### src/rtl/bcd_result_converter_pkg.sv
// Shared definitions for the BCD result converter.
//  - state_t     : converter FSM states (IDLE -> CONV -> DONE -> IDLE)
//  - BCD_DIGIT_W : width of one packed BCD digit
package bcd_result_converter_pkg;

    localparam int BCD_DIGIT_W = 4;

    typedef enum logic [1:0] {
        ST_IDLE = 2'd0,
        ST_CONV = 2'd1,
        ST_DONE = 2'd2
    } state_t;

endpackage

### src/rtl/bcd_result_converter_add3_cell.sv
// bcd_add3_cell: combinational double-dabble correction for one BCD digit.
//  Digits of 5 or more get +3 so that the following left shift carries
//  correctly into the next decimal digit. The result never exceeds 12,
//  so a plain 4-bit add without carry-out is sufficient.
// Ports:
//  digit      in   4  BCD digit before correction
//  corrected  out  4  digit after "if >= 5 add 3"
module bcd_add3_cell
    import bcd_result_converter_pkg::*;
(
    input  logic [BCD_DIGIT_W-1:0] digit,
    output logic [BCD_DIGIT_W-1:0] corrected
);

    // Conditional +3 correction.
    always_comb begin
        corrected = digit;
        if (digit >= 4'd5) begin
            corrected = digit + 4'd3;
        end else begin
            corrected = digit;
        end
    end

endmodule

### src/rtl/bcd_result_converter.sv
// bcd_result_converter: sequential binary-to-BCD converter (shift-add-3,
// one input bit per clock) for calculator results.
//  Accepts an unsigned IN_W-bit magnitude plus sign over valid/ready, runs
//  IN_W conversion cycles, then presents DIGITS packed BCD digits until the
//  downstream display driver takes them.
// Ports:
//  clk        in   1         system clock, rising edge
//  rst_n      in   1         asynchronous active-low reset
//  in_valid   in   1         in_data/in_neg valid
//  in_ready   out  1         converter idle and able to accept an operand
//  in_data    in   IN_W      unsigned binary magnitude
//  in_neg     in   1         sign flag, passed through unchanged
//  out_valid  out  1         out_bcd/out_neg hold a completed result
//  out_ready  in   1         downstream consumes result
//  out_bcd    out  4*DIGITS  packed BCD, digit 0 (ones) in [3:0]; 0 when not valid
//  out_neg    out  1         sign captured with in_data; 0 when not valid
module bcd_result_converter #(
    parameter int IN_W   = 8,
    parameter int DIGITS = 3
) (
    input  logic                clk,
    input  logic                rst_n,
    input  logic                in_valid,
    output logic                in_ready,
    input  logic [IN_W-1:0]     in_data,
    input  logic                in_neg,
    output logic                out_valid,
    input  logic                out_ready,
    output logic [4*DIGITS-1:0] out_bcd,
    output logic                out_neg
);

    import bcd_result_converter_pkg::*;

    localparam int BCD_W = BCD_DIGIT_W * DIGITS;
    localparam int SR_W  = BCD_W + IN_W;
    localparam int CNT_W = $clog2(IN_W + 1);

    // The BCD field must be able to represent every IN_W-bit value.
    if ((10 ** DIGITS) <= (2 ** IN_W)) begin : g_param_check
        $error("bcd_result_converter: DIGITS too small for IN_W");
    end

    state_t             state_r;
    logic [SR_W-1:0]    sr_r;        // {bcd digits, remaining binary bits}
    logic [CNT_W-1:0]   cnt_r;
    logic               neg_r;
    logic               in_ready_r;
    logic               out_valid_r;
    logic [BCD_W-1:0]   out_bcd_r;
    logic               out_neg_r;

    logic [BCD_W-1:0]   bcd_corr_s;
    logic [SR_W-1:0]    sr_next_s;

    for (genvar g = 0; g < DIGITS; g++) begin : g_add3
        bcd_add3_cell u_add3 (
            .digit     (sr_r[IN_W + BCD_DIGIT_W*g +: BCD_DIGIT_W]),
            .corrected (bcd_corr_s[BCD_DIGIT_W*g +: BCD_DIGIT_W])
        );
    end

    // One conversion step: corrected digits, then shift the whole register left.
    assign sr_next_s = {bcd_corr_s, sr_r[IN_W-1:0]} << 1;

    // Converter FSM with all handshake and result outputs registered.
    always_ff @(posedge clk or negedge rst_n) begin
        if (!rst_n) begin
            state_r     <= ST_IDLE;
            sr_r        <= {SR_W{1'b0}};
            cnt_r       <= {CNT_W{1'b0}};
            neg_r       <= 1'b0;
            in_ready_r  <= 1'b0;
            out_valid_r <= 1'b0;
            out_bcd_r   <= {BCD_W{1'b0}};
            out_neg_r   <= 1'b0;
        end else begin
            case (state_r)
                ST_IDLE: begin
                    out_valid_r <= 1'b0;
                    out_bcd_r   <= {BCD_W{1'b0}};
                    out_neg_r   <= 1'b0;
                    if (in_valid && in_ready_r) begin
                        sr_r       <= {{BCD_W{1'b0}}, in_data};
                        neg_r      <= in_neg;
                        cnt_r      <= CNT_W'(IN_W);
                        in_ready_r <= 1'b0;
                        state_r    <= ST_CONV;
                    end else begin
                        // First IDLE cycle after reset release raises in_ready here.
                        in_ready_r <= 1'b1;
                    end
                end
                ST_CONV: begin
                    in_ready_r <= 1'b0;
                    sr_r       <= sr_next_s;
                    cnt_r      <= cnt_r - CNT_W'(1);
                    if (cnt_r == CNT_W'(1)) begin
                        // Last bit shifted in: capture the finished digits directly.
                        state_r     <= ST_DONE;
                        out_valid_r <= 1'b1;
                        out_bcd_r   <= sr_next_s[SR_W-1 -: BCD_W];
                        out_neg_r   <= neg_r;
                    end else begin
                        state_r     <= ST_CONV;
                    end
                end
                ST_DONE: begin
                    if (out_ready) begin
                        state_r     <= ST_IDLE;
                        out_valid_r <= 1'b0;
                        out_bcd_r   <= {BCD_W{1'b0}};
                        out_neg_r   <= 1'b0;
                        in_ready_r  <= 1'b1;
                    end else begin
                        state_r     <= ST_DONE;
                    end
                end
                default: begin
                    state_r     <= ST_IDLE;
                    in_ready_r  <= 1'b0;
                    out_valid_r <= 1'b0;
                    out_bcd_r   <= {BCD_W{1'b0}};
                    out_neg_r   <= 1'b0;
                end
            endcase
        end
    end

    assign in_ready  = in_ready_r;
    assign out_valid = out_valid_r;
    assign out_bcd   = out_bcd_r;
    assign out_neg   = out_neg_r;

endmodule
### config.mk
export PLATFORM = sky130hd
export DESIGN_NAME = bcd_result_converter
export DESIGN_NICKNAME = d
export VERILOG_FILES = /design/src/rtl/bcd_result_converter_pkg.sv /design/src/rtl/bcd_result_converter_add3_cell.sv /design/src/rtl/bcd_result_converter.sv
export SDC_FILE = /design/constraint.sdc
export NUM_CORES = 1
export LEC_CHECK = 0
export CAP_MARGIN = 20
export CORE_AREA = 2 2 82 53
export CTS_CLUSTER_SIZE = 40
export DETAILED_ROUTE_END_ITERATION = 8
export DIE_AREA = 0 0 84 55
export PLACE_DENSITY = 0.87
export SLEW_MARGIN = 15
export SYNTH_ARGS = -nofsm -noshare
export SYNTH_HDL_FRONTEND = slang
export SYNTH_SLANG_ARGS = --single-unit
### constraint.sdc
create_clock -name clk -period 1.8 [get_ports clk]
set_clock_uncertainty 0.2 [all_clocks]
set_input_delay 0.36 -clock clk [delete_from_list [all_inputs] [get_ports clk]]
set_output_delay 0.36 -clock clk [all_outputs]
set_load 0.1 [all_outputs]
==> results.md <==
- CP peak stage delay: 0.37 ns
- Finish-stage setup viols: 0
- Clock period minus worst slack: 1.698 ns
- Worst Hold Class: flip-flop to flip-flop
- Worst slew margin: 80.14%
- Initial Util: 50.51%
- Router iterations before antenna repair: 4
- Die area: 4620 sq um
- Vias in the first global route: 1535
- Number of H-tree levels: 2
- Register area: 1056 sq um
- PortBufs: 27
- CTS Buf Count: 5
- Worst-Margin Slew: 0.2952 ns
- Pint: 2.863 mW
- DIE WIDTH: 84 microns
- Clock share of power: 14.3%
- Pre-CTS setup slack: -0.1127 ns
- Power per cell area: 1875 nW/um^2
- Arr. time, crit path: 1.74 ns
- CP Class: flip-flop to flip-flop
- Iter 0 DRT Violations: 71
- Post-DR wirelength/cell: 14.75 microns
- Status: finished, final reports clean
- First-pass GRT wire length: 7.224 mm
- NetSw: 2.249 mW
- Worst setup EP type: flip-flop
- Period utilisation layout: 94.32%
- Most frequent cells in the layout: 40 x dfrtp_1, 29 x nand2_1, 18 x buf_12
- M1 wire length: 1.939 mm
- Total GRT Usage: 20.88%
- Maximum vdd drop: 1138 uV
- Seq pwr share: 31.3%
- Worst-Skew Late Latency: 0.30 ns
- Top Layer Used: met4
- Sink Count: 42
- YS warnings: 0
- Die H: 55 microns
- Mapped Cells: 186
- Fillers: 283
- Max Cap Viol: 0
- Yosys reg bits: 42
- Leakage Power: 1.235 nW
- Maximum root-to-sink buffer count: 2
- P&R area growth vs syn: 38.52%
- Initial antenna violation count: 0
- NumNets Final: 251
- Max-slew violation count: 0
- Post-synthesis net count: 207
- Commonest non-fill, non-tap cell in the layout: dfrtp_1
- Overflow after GRT: 0
- Sw frac: 44.00%
- Worst Path Max Fanout: 3
- Clock root cell: clkbuf_8
- GPL Wtd Cong: 0.8196
- Multi-input logic area: 870.8 sq um
- ANT nets after route: 0
- Required time of the critical path: 1.84 ns
- Final HPWL DP: 2.805 mm
- Post-synth top area share: 53.40%
- Clock transition at the registers of the reported paths: 0.08 ns
- Worst-path cell chain: inv_1, ha_1, nand2b_1, a21oi_2, mux2i_1, a22o_1
- Residual DRC: 0
- CP max stage cell: dfrtp_1
- CTS tree: yes
- Synth area leaders: dfrtp_1 53%, a22o_1 6.2%, nand2_1 5.5%, ha_1 5.1%, mux2i_1 5.1%
- DR vias: 1511
- Mapped cell area: 1968 sq um
- Vias/cell: 5.377
- Fin. Hold Viols: 0
- Number of diodes: 0
- Layout cells sized above 1: 22.51%
- Largest net degree at the start of global routing: 43
- FP Rows: 18
- I/O pin total: 28
- Seq/Total Area, Yosys: 53.40%
- Post-route setup slack: 0.1023 ns
- Unique masters post-synth: 31
- Total Wirelength: 4.146 mm
- Share of the core filled with cells: 69.97%
- Synthesized area per cell: 10.58 sq um
- Highest Clock Rate: 0.5890 GHz
- Setup TNS Final: 0 ns
- Combinational share of power: 54.3%
- Leading area contributor after synthesis: dfrtp_1
- Core area: 3896 sq um
- Met2 wire len: 1.854 mm
- Met3 wire len: 288 microns
- Startpoint Class: flip-flop
what timing repair did:
item / in CTS / in global routing
hold buffers: 1 / 0
gates resized for setup: 1 / 6
endpoints found under the hold margin: 42 / 0
endpoints found under the setup margin: 2 / 12
buffers inserted: 0 / 1
pin swaps: 0 / 3
critical path: cells and delay by family (launching register included):
kind	cells	cell delay, ns
buffers and inverters	1	0.08
multiplexers	1	0.28
adder cells (fa/ha/maj)	1	0.17
AO/OA/AOI/OAI	2	0.37
flip-flops	1	0.37
AND/OR/NAND/NOR	1	0.16
per-layer routing:
layer  vias to the layer above  GRT usage (%)
li1                        736              -
met1                       728          26.77
met2                        40          34.80
met3                         7          5.935
met4                         0          8.065
met5                         -              0
synth_stat cells:
cell type	number
a21oi_1	9
a22o_1	14
and2_1	1
buf_2	3
buf_6	1
clkbuf_1	5
dfrtp_1	42
ha_1	8
inv_1	8
mux2_1	1
mux2i_1	10
nand2_1	29
nand2b_1	5
nand3_1	3
nor2_1	2
nor2b_1	1
nor3_1	4
nor3_2	1
nor3b_1	6
nor3b_2	1
nor4_1	1
o21ai_0	2
o21ai_1	16
o21ai_2	1
o21bai_1	1
o22ai_1	1
o31ai_1	3
or2_1	1
or3b_1	1
xnor2_1	4
xor2_1	1
final timing paths:
kind	slack (ns)	from	depth (start not counted)	to
hold reg to reg	0.30	sr_r[2]$_DFFE_PN0P_	2	sr_r[3]$_DFFE_PN0P_
hold / removal	0.30	sr_r[2]$_DFFE_PN0P_	2	sr_r[3]$_DFFE_PN0P_
setup / recovery	0.10	sr_r[9]$_DFFE_PN0P_	6	sr_r[10]$_DFFE_PN0P_
max in group asynchronous	0.82	rst_n	3	sr_r[12]$_DFFE_PN0P_
min in group asynchronous	0.35	rst_n	3	in_ready$_DFFE_PN0P_
setup reg to reg	0.10	sr_r[9]$_DFFE_PN0P_	6	sr_r[10]$_DFFE_PN0P_
sequential cells by signal, indices dropped and copies added (netlist names):
register,cells
neg_r,1
state_r,2
in_ready,1
out_bcd,12
out_neg,1
cnt_r,4
out_valid,1
sr_r,20
power by group through the flow:
stage	registers [mW]	logic, mW	clock network [mW]
global placement	1.58	2.59	0
finish	1.60	2.78	0.733
floorplan	2.07	1.19	0
detailed placement	1.59	2.67	0
global route	1.65	3.00	0.791
CTS	1.59	2.71	0.749
stage by stage:
stage / cells / hold slack [ns] / total power [mW] / instance area, sq um
after global placement: 271 / 0.1502 / 4.172 / 2570
after floorplan: 186 / -0.1356 / 3.259 / 1974
after CTS: 280 / 0.2976 / 5.050 / 2693
after global routing: 281 / 0.3299 / 5.442 / 2726
final: 281 / 0.2954 / 5.112 / 2726
after detailed placement: 271 / 0.1519 / 4.267 / 2570
kinds of logic (layout without fill, tap and decap cells):
kind of cell | count (synthesis) | count (layout) | synth area share [%]
xor gates and xnor gates | 5 | 5 | 2.225
and+or+nand+nor | 56 | 56 | 14.43
DFF | 42 | 42 | 53.40
adders and majority gates | 8 | 8 | 5.086
AOI/OAI and AO/OA | 47 | 47 | 15.39
muxes | 11 | 11 | 5.658
buffers and inverters | 17 | 62 | 3.814
final cells by class:
class / count / share of cell area [%]
sequential: 42 / 38.73
multi-input combinational: 127 / 31.94
timing repair buffer: 46 / 21.94
clock buffer: 5 / 2.524
tap: 50 / 2.295
clock inverter: 3 / 1.469
inverter: 8 / 1.101
(Power assumes the default switching activity.)
==> variant, RTL diff (config.mk and constraints unchanged) <==
Reset style: synchronous (`rst_n`), changed in one clocked block. Comments in the files are not updated.
--- a/src/rtl/bcd_result_converter.sv
+++ b/src/rtl/bcd_result_converter.sv
@@ -66,3 +66,3 @@
     // Converter FSM with all handshake and result outputs registered.
-    always_ff @(posedge clk or negedge rst_n) begin
+    always_ff @(posedge clk) begin
         if (!rst_n) begin
Formal check against the unedited RTL: differs if rst_n is asserted again (counterexample within 4 cycles, from zero or initial values and one cycle with rst_n low); with rst_n held inactive, the same outputs for 10 cycles.
==> variant against the original RTL <==
  * Wire length down 1.3%
  * Sequential cell count unchanged
  * Cell area down 5.1%
  * Setup slack worse by 0.045 ns
  * Global-route usage down 1.4 points
  * Worst hold slack worse by 0.039 ns
  * Highest routed layer unchanged
  * Area after synthesis down 5.9%
Power is not compared: it rests on default switching activity, and its combinational part moved more than twofold at a synthesized area within 25%.
==> variant: results (changes against the original RTL) <==
cp_max_fo: 3  # unchanged
grt_max_degree: 15  # -65%
synthAdderAreaFrac: 0.05405  # +0.003196
grt_pass1_wl_um: 6824  # -5.5%
postCtsHoldBufs: 0  # -1
synthArstFlopShare: 0  # -1.000
avgSynthCellArea_um2: 9.213  # -13%
cpPeakStageDelay_ns: 0.37  # about the same
yosys_warnings: 0  # unchanged
synth_commonest_cells: "dfxtp_1 (42), nand2_1 (24), nor2_1 (20)"
largest_reg_flops: 20  # unchanged
min_path_type: "in -> reg"
dp_hpwl_um: 3010  # +7.3%
grt_use_total: 0.1952  # -0.01359
routedWlPerCell_um: 13.83  # -6.3%
cp_slowest_cell: "dfxtp_1"
clk_path_buf_depth: 2  # unchanged
routabilityCongestion: 0.8171  # -0.31%
cts-root-buf: "clkbuf_8"
status: "complete, no violations"
drive_gt1_frac: 0.2398  # +0.01473
tritoncts.num_buffers: 5  # unchanged
synth.distinct_cells: 37  # +19%
viasPerCell: 5.449  # +1.3%
p_leak_uw: 0.001025
antenna_cells: 0  # unchanged
ys_seq_area_frac: 0.4541  # -0.07996
synth_compound_area_frac: 0.2101  # +0.05629
io_buffers: 27  # unchanged
synth_mux_area_frac: 0.02162  # -0.03496
clk_pin_slew_ns: 0.08  # about the same
fin_cells: 296  # +5.3%
antenna_found_initial: 0  # unchanged
insertion_delay_ns: 0.30  # about the same
peakVddDrop_v: 0.0003978
cp.arrival_ns: 1.79  # +0.05 ns
ys_top_cells_by_area: "dfxtp_1 (45%), ha_1 (5.4%), nand2_1 (4.9%)"
drt_iter0_drc: 69  # -2.8%
syn-num-nets: 222  # +7.2%
htreeDepth: 2  # unchanged
fin_nets: 268  # +6.8%
drtPass1Iterations: 4  # unchanged
largest_register: "sr_r"
synthXorXnorAreaFrac: 0.01892  # -0.003332
maxSlewHeadroom: 0.5957  # -0.2057
cpLargestDelayFamily: "compound AO/OA/AOI/OAI gates"
grt_pass1_vias: 1538  # +0.20%
place_inst: 288  # +6.3%
## variant: cell count changes after synthesis, sizes merged, moves of 4 or more
| cell | change |
|---|---|
| o21ai | -9 |
| a311oi | +7 |
| a32o | +6 |
| a21oi | +4 |
| dfrtp | -42 |
| mux2i | -6 |
| nor3 | -5 |
| dfxtp | +42 |
| nand2 | -5 |
| nor2 | +19 |
| a22o | -6 |
## variant: worst paths after layout
kind | from | end | slack, ns | cells past startpoint
worst max-delay path | sr_r[13] | out_bcd[6] | 0.06 | 6
worst max register to register | sr_r[13] | out_bcd[6] | 0.06 | 6
worst min-delay path | in_valid | in_ready | 0.26 | 4
worst min register to register | neg_r | out_neg | 0.28 | 1
## variant: worst register-to-register path, cell delays in order (launching register included)
cell,delay (ns)
dfxtp_1,0.37
inv_1,0.09
ha_1,0.18
nand2b_1,0.15
a21oi_1,0.26
mux2i_1,0.30
a22o_1,0.15
## variant: cell type report
type	count	area (um2)
Inverter	9	33.78
Multi-Input combinational cell	138	943.4
Clock buffer	6	82.58
Sequential cell	42	848.3
Fill cell	292	1310
Timing Repair Buffer	51	615.6
Tap cell	50	62.56
## variant: timing repair
action                     in CTS  in global routing
gates cloned                    0                  0
setup endpoints to repair      22                 20
pin swaps                       2                  1
setup buffers                   0                  2
resized for setup               5                  6
## variant: kinds of logic (layout without fill, tap and decap cells)
logic type / Yosys count / in the layout
xor gates and xnor gates: 4 / 4
and+or+nand+nor: 68 / 68
DFF: 42 / 42
adders and majority gates: 8 / 8
AOI/OAI and AO/OA: 54 / 54
buffers and inverters: 21 / 66
muxes: 4 / 4
## variant: metal layers
| layer | global-route usage | vias to the layer above | part of all wire |
|---|---|---|---|
| met5 | 0 | - | 0 |
| li1 | - | 801 | - |
| met1 | 0.2430 | 766 | 0.49 |
| met4 | 0.09409 | 0 | 0.015 |
| met3 | 0.04599 | 4 | 0.053 |
| met2 | 0.3320 | 42 | 0.44 |
## variant: report_power, final
group / switching, uW / internal, uW
Clock: 305 / 296
Combinational: 155 / 155
Sequential: 33.4 / 968
Total: 493 / 1420
## variant: metrics by stage
stage                     instance area (um2)  worst slack [ns]  total power (uW)  hold slack, ns  utilization
after floorplan                          1857          0.008872              1193          0.2415            -
after global placement                   2441           -0.4369              1296          0.2557       0.6265
after detailed placement                 2441           -0.4726              1305          0.2736       0.6265
after CTS                                2550          0.004121              1916          0.2857       0.6545
after global routing                     2586         -0.004312              1996          0.2969       0.6638
final                                    2586           0.05762              1912          0.2561       0.6638
